$ cat src/rtl/spi_pkg.sv
`default_nettype none
// ---------------------------------------------------------------------------
// spi_pkg : opcodes, widths and FSM state encoding for the SPI initiator.
// Rev 1.0
// ---------------------------------------------------------------------------
package spi_pkg;

  localparam int CMD_W  = 10;
  localparam int DATA_W = 8;

  localparam logic [1:0] OP_WR_ADDR = 2'b00;
  localparam logic [1:0] OP_WR_DATA = 2'b01;
  localparam logic [1:0] OP_RD_ADDR = 2'b10;
  localparam logic [1:0] OP_RD_DATA = 2'b11;

  typedef enum logic [2:0] {
    IDLE = 3'd0,
    CMD  = 3'd1,
    TURN = 3'd2,
    READ = 3'd3,
    DONE = 3'd4
  } state_e;

endpackage
`default_nettype wire

$ cat src/rtl/spi_clk_div.sv
`default_nettype none
// ---------------------------------------------------------------------------
// spi_clk_div : half-period counter producing sclk and one-clk rise/fall strobes.
// Rev 1.0
// ---------------------------------------------------------------------------
module spi_clk_div
  import spi_pkg::*;
#(
  parameter int CLK_DIV = 2
) (
  input  logic clk,
  input  logic rst_n,
  input  logic en,
  input  logic clr,
  output logic sclk,
  output logic rise,
  output logic fall
);

  localparam int CNT_W = (CLK_DIV > 1) ? $clog2(CLK_DIV) : 1;
  localparam logic [CNT_W-1:0] LAST = CNT_W'(CLK_DIV - 1);

  logic [CNT_W-1:0] cnt_q, cnt_d;
  logic             sclk_q, sclk_d;
  logic             at_last;

  // Strobes mark the clk edge on which sclk will change.
  assign at_last = en && (cnt_q == LAST);
  assign rise    = at_last && !sclk_q;
  assign fall    = at_last && sclk_q;
  assign sclk    = sclk_q;

  always_comb begin
    cnt_d  = cnt_q;
    sclk_d = sclk_q;
    if (!en || clr) begin
      cnt_d  = '0;
      sclk_d = 1'b0;
    end else if (cnt_q == LAST) begin
      cnt_d  = '0;
      sclk_d = !sclk_q;
    end else begin
      cnt_d = cnt_q + CNT_W'(1);
    end
  end

  always_ff @(posedge clk) begin
    if (!rst_n) begin
      cnt_q  <= '0;
      sclk_q <= 1'b0;
    end else begin
      cnt_q  <= cnt_d;
      sclk_q <= sclk_d;
    end
  end

endmodule
`default_nettype wire

$ cat src/rtl/spi_master.sv
`default_nettype none
// ---------------------------------------------------------------------------
// spi_master : mode-0 SPI initiator; 10-bit command out, optional 8-bit read back.
// Rev 1.0
// ---------------------------------------------------------------------------
module spi_master
  import spi_pkg::*;
#(
  parameter int CLK_DIV    = 2,
  parameter int TURNAROUND = 2
) (
  input  logic              clk,
  input  logic              rst_n,
  input  logic              cmd_valid,
  output logic              cmd_ready,
  input  logic [CMD_W-1:0]  cmd_data,
  output logic [DATA_W-1:0] rd_data,
  output logic              rd_valid,
  output logic              busy,
  output logic              ss_n,
  output logic              sclk,
  output logic              mosi,
  input  logic              miso
);

  localparam int BIT_W  = ($clog2(TURNAROUND) > 4) ? $clog2(TURNAROUND) : 4;
  localparam int HOLD_W = (CLK_DIV > 1) ? $clog2(CLK_DIV) : 1;

  state_e              state_q, state_d;
  logic [BIT_W-1:0]    bit_cnt_q, bit_cnt_d;
  logic [HOLD_W-1:0]   hold_q, hold_d;
  logic [CMD_W-1:0]    tx_q, tx_d;
  logic [DATA_W-1:0]   rx_q, rx_d;
  logic [DATA_W-1:0]   rd_data_q, rd_data_d;
  logic                is_rd_q, is_rd_d;
  logic                ss_n_q, ss_n_d;
  logic                mosi_q, mosi_d;
  logic                rd_valid_q, rd_valid_d;
  logic                div_en, div_clr, sclk_rise, sclk_fall;

  assign div_en  = (state_q == CMD) || (state_q == TURN) || (state_q == READ);
  assign div_clr = (state_d != state_q);

  spi_clk_div #(.CLK_DIV(CLK_DIV)) u_clk_div (
    .clk   (clk),
    .rst_n (rst_n),
    .en    (div_en),
    .clr   (div_clr),
    .sclk  (sclk),
    .rise  (sclk_rise),
    .fall  (sclk_fall)
  );

  always_comb begin
    state_d    = state_q;
    bit_cnt_d  = bit_cnt_q;
    hold_d     = hold_q;
    tx_d       = tx_q;
    rx_d       = rx_q;
    rd_data_d  = rd_data_q;
    is_rd_d    = is_rd_q;
    ss_n_d     = ss_n_q;
    mosi_d     = mosi_q;
    rd_valid_d = 1'b0;
    case (state_q)
      IDLE: begin
        ss_n_d = 1'b1;
        mosi_d = 1'b0;
        if (cmd_valid) begin
          tx_d      = cmd_data;
          is_rd_d   = (cmd_data[CMD_W-1 -: 2] == OP_RD_DATA);
          ss_n_d    = 1'b0;
          mosi_d    = cmd_data[CMD_W-1];
          bit_cnt_d = '0;
          state_d   = CMD;
        end
      end
      CMD: begin
        // mosi advances on the falling edge so it is stable across the rise.
        if (sclk_fall) begin
          if (bit_cnt_q == BIT_W'(CMD_W - 1)) begin
            mosi_d    = 1'b0;
            bit_cnt_d = '0;
            if (is_rd_q) begin
              state_d = (TURNAROUND == 0) ? READ : TURN;
            end else begin
              ss_n_d  = 1'b1;
              hold_d  = '0;
              state_d = DONE;
            end
          end else begin
            bit_cnt_d = bit_cnt_q + BIT_W'(1);
            mosi_d    = tx_q[CMD_W-2];
            tx_d      = {tx_q[CMD_W-2:0], 1'b0};
          end
        end
      end
      TURN: begin
        if (sclk_fall) begin
          if (bit_cnt_q == BIT_W'(TURNAROUND - 1)) begin
            bit_cnt_d = '0;
            state_d   = READ;
          end else begin
            bit_cnt_d = bit_cnt_q + BIT_W'(1);
          end
        end
      end
      READ: begin
        if (sclk_rise) rx_d = {rx_q[DATA_W-2:0], miso};
        if (sclk_fall) begin
          if (bit_cnt_q == BIT_W'(DATA_W - 1)) begin
            ss_n_d     = 1'b1;
            rd_data_d  = rx_q;
            rd_valid_d = 1'b1;
            hold_d     = '0;
            state_d    = DONE;
          end else begin
            bit_cnt_d = bit_cnt_q + BIT_W'(1);
          end
        end
      end
      DONE: begin
        if (hold_q == HOLD_W'(CLK_DIV - 1)) state_d = IDLE;
        else                                 hold_d  = hold_q + HOLD_W'(1);
      end
      default: state_d = IDLE;
    endcase
  end

  always_ff @(posedge clk) begin
    if (!rst_n) begin
      state_q    <= IDLE;
      bit_cnt_q  <= '0;
      hold_q     <= '0;
      tx_q       <= '0;
      rx_q       <= '0;
      rd_data_q  <= '0;
      is_rd_q    <= 1'b0;
      ss_n_q     <= 1'b1;
      mosi_q     <= 1'b0;
      rd_valid_q <= 1'b0;
    end else begin
      state_q    <= state_d;
      bit_cnt_q  <= bit_cnt_d;
      hold_q     <= hold_d;
      tx_q       <= tx_d;
      rx_q       <= rx_d;
      rd_data_q  <= rd_data_d;
      is_rd_q    <= is_rd_d;
      ss_n_q     <= ss_n_d;
      mosi_q     <= mosi_d;
      rd_valid_q <= rd_valid_d;
    end
  end

  assign cmd_ready = (state_q == IDLE);
  assign busy      = (state_q != IDLE);
  assign ss_n      = ss_n_q;
  assign mosi      = mosi_q;
  assign rd_data   = rd_data_q;
  assign rd_valid  = rd_valid_q;

endmodule
`default_nettype wire

$ cat config.mk
export PLATFORM = sky130hd
export DESIGN_NAME = spi_master
export DESIGN_NICKNAME = d
export VERILOG_FILES = /design/src/rtl/spi_pkg.sv /design/src/rtl/spi_clk_div.sv /design/src/rtl/spi_master.sv
export SDC_FILE = /design/constraint.sdc
export NUM_CORES = 1
export LEC_CHECK = 0
export BUFFER_PORTS_ARGS = -buffer_cell sky130_fd_sc_hd__buf_2
export CORE_UTILIZATION = 35
export CTS_CLUSTER_SIZE = 14
export DETAILED_ROUTE_END_ITERATION = 7
export MAX_ROUTING_LAYER = met4
export SLEW_MARGIN = 0
export SYNTH_ARGS = -nofsm -noshare
export SYNTH_HDL_FRONTEND = slang
export SYNTH_SLANG_ARGS = --single-unit
$ cat constraint.sdc
create_clock -name clk -period 5.4 [get_ports clk]
set_clock_uncertainty 0.2 [all_clocks]
set_input_delay 0.54 -clock clk [delete_from_list [all_inputs] [get_ports clk]]
set_output_delay 0.54 -clock clk [all_outputs]
set_load 0.05 [all_outputs]
==> metrics.txt <==
outcome finished, final reports clean; Pleak 0.000781 uW; share of layout cells above drive strength 1 19.0%; slowest CP cell nor3_1; Num CTS Buffers 5; Critical Path End Type primary output; Syn Area/Cell 9.37 sq um; initial DRC count 57; Worst Setup Path Type register to primary output; Synth Warn # 0; clock sinks 39; # DRC 0; die span in y 73.1 um; Total GRT Usage 15.1%; distinct cell type count after synthesis 45; die width 73.1 um; Critical Path AT 1.64 ns; Final Max Tran Viols 0; maxcap violations 0; Yosys reg bits 39; postcts setup bufs 0; GR Overflow Total 0; final period utilization 44.1%; Routed WL 3520 um; Seq/Total Area, Yosys 44.1%; first-pass iteration count of the detailed router 4; fin util 42.0%; Max VDD drop 156 uV; ANT nets after route 0; row cnt 25; CP peak stage delay 0.54 ns; fin crit period 2.38 ns; Final Wtd Congestion 0.774; netlist area before placement 0.00177 sq mm; Worst Hold Class input port to register; crit-path cells nor3_1, buf_2; FFs w/ async S/R, synth 0%; initial core utilization 37.0%; routed len/inst 12.7 um; synthesized instance count 189; Core ar. 0.00479 sq mm; CTS max path bufs 2; syn_nets 205; required time worst endpoint 4.66 ns; CP startpoint kind register; initial antenna violation count 0; fillers 478; sequential standard cell area 781 sq um; clock root buffer clkbuf_8; vias in the first global route 1,235; max_slew headroom 31.2%; Post-DP HPWL 2350 um; post-cts hold buffer count 0; Setup-failing EPs final 0; unrepaired setup endpoints after global routing no; cts repair resizes 0; nets 225; Fmax achieved 420 MHz; Worst-path clk slew 0.08 ns; Main synth FF type dfxtp_1; final setup TNS 0 ns; Hold Fails Final Rpt 0; Critical Path Fanout Max 14; number of synthesized flops with an enable pin 0; CTS H-tree depth 2; n_diodes 0; Die Area 0.00535 sq mm; Area growth syn-to-layout 13.5%; vias per inst 5.05; Clk Latency, worst-skew pair 0.30 ns; largest net degree at the start of global routing 31; number of primary I/O pins 28; pwr dens 282 mW/mm^2; Worst Tran Pin Value 1.03 ns; IO Port Bufs 27; multi-input logic area 906 sq um; Vias 1,398; global-route wire length before repair 6010 um; CTS tree done
==> layer usage <==
| layer | up-vias | share of wire (%) | GRT usage [%] |
|---|---|---|---|
| met2 | 28 | 45 | 21.9 |
| met3 | 8 | 4.0 | 4.01 |
| li1 | 713 | - | - |
| met4 | 0 | 1.7 | 6.54 |
| met1 | 649 | 50 | 19.6 |
| met5 | - | 0 | - |
==> layout make-up <==
cell class / instances / area share (%)
well taps: 67 / 4.17
flip-flops and latches: 39 / 38.9
repair buffers: 27 / 6.72
inverters: 5 / 0.934
clock buffers: 6 / 3.61
clock inverters: 2 / 0.623
multi-input cells: 131 / 45.1
==> logic make-up (layout without fill, tap and decap cells) <==
family	after synthesis	in the layout	synth area share, %
DFF	39	39	44.1
xor gates and xnor gates	1	1	0.495
muxes	24	24	13.6
AOI/OAI and AO/OA	42	42	16.5
buffers and inverters	19	40	4.73
and+or+nand+nor	62	62	19.2
adders and majority gates	2	2	1.41
==> registers in the layout, summed over array words and instances, names as in the netlist, 3 cells and up <==
| register | cells |
|---|---|
| bit_cnt_q | 4 |
| rd_data | 8 |
| rx_q | 8 |
| state_q | 3 |
| tx_q | 9 |
==> synthesized netlist by cell type (all sizes together), types with 3 or more instances <==
library cell / count / area (sq um)
nand2b: 3 / 18.8
a211oi: 9 / 67.6
inv: 5 / 18.8
clkbuf: 6 / 22.5
nor3b: 3 / 27.5
nor2b: 3 / 18.8
nor2: 29 / 109
dfxtp: 39 / 781
mux2i: 24 / 240
a21oi: 13 / 65.1
buf: 8 / 42.5
nand2: 4 / 15.0
and2: 4 / 25.0
nand3: 3 / 15.0
==> worst paths after layout <==
check,slack (ns),to,start,cells after the start
max,3.02,cmd_ready,state_q[1],2
min,0.28,ss_n,rst_n,2
max reg2reg,3.20,mosi,state_q[0],4
min reg2reg,0.29,rd_data[4],rd_data[4],2
==> where the power goes <==
part | internal [uW] | switching [uW]
logic | 25.6 | 39.6
clock network | 90.2 | 105
registers | 298 | 8.26
total | 414 | 153
==> worst max-delay path, delay by kind of cell, from the launching register on <==
family	cells	cell delay (ns)
AND/OR/NAND/NOR	1	0.54
flip-flops	1	0.44
buffers and inverters	1	0.37
==> metrics by stage <==
step / power (uW) / cell area [sq um] / worst slack (ns) / hold slack, ns / instances
floorplan: 363 / 1770 / 2.28 / 0.253 / 189
global placement: 378 / 1920 / 3.26 / 0.271 / 269
detailed placement: 378 / 1920 / 3.24 / 0.277 / 269
CTS: 574 / 2010 / 3.01 / 0.268 / 277
global route: 596 / 2010 / 2.91 / 0.289 / 277
finish: 566 / 2010 / 3.02 / 0.278 / 277
==> cells in the final DEF, fill, tap and decap left out, types with 3 or more instances in the layout <==
master / Yosys / final
dfxtp_1: 39 / 39
nor2_1: 29 / 29
buf_2: 7 / 27
mux2i_1: 24 / 24
a21oi_1: 13 / 13
a211oi_1: 9 / 9
inv_1: 5 / 5
clkbuf_8: 0 / 5
and2_1: 4 / 4
nand2_1: 4 / 4
nor2b_1: 3 / 3
nand2b_1: 3 / 3
nand3_1: 3 / 3
Power figures use the tool's default switching activity.
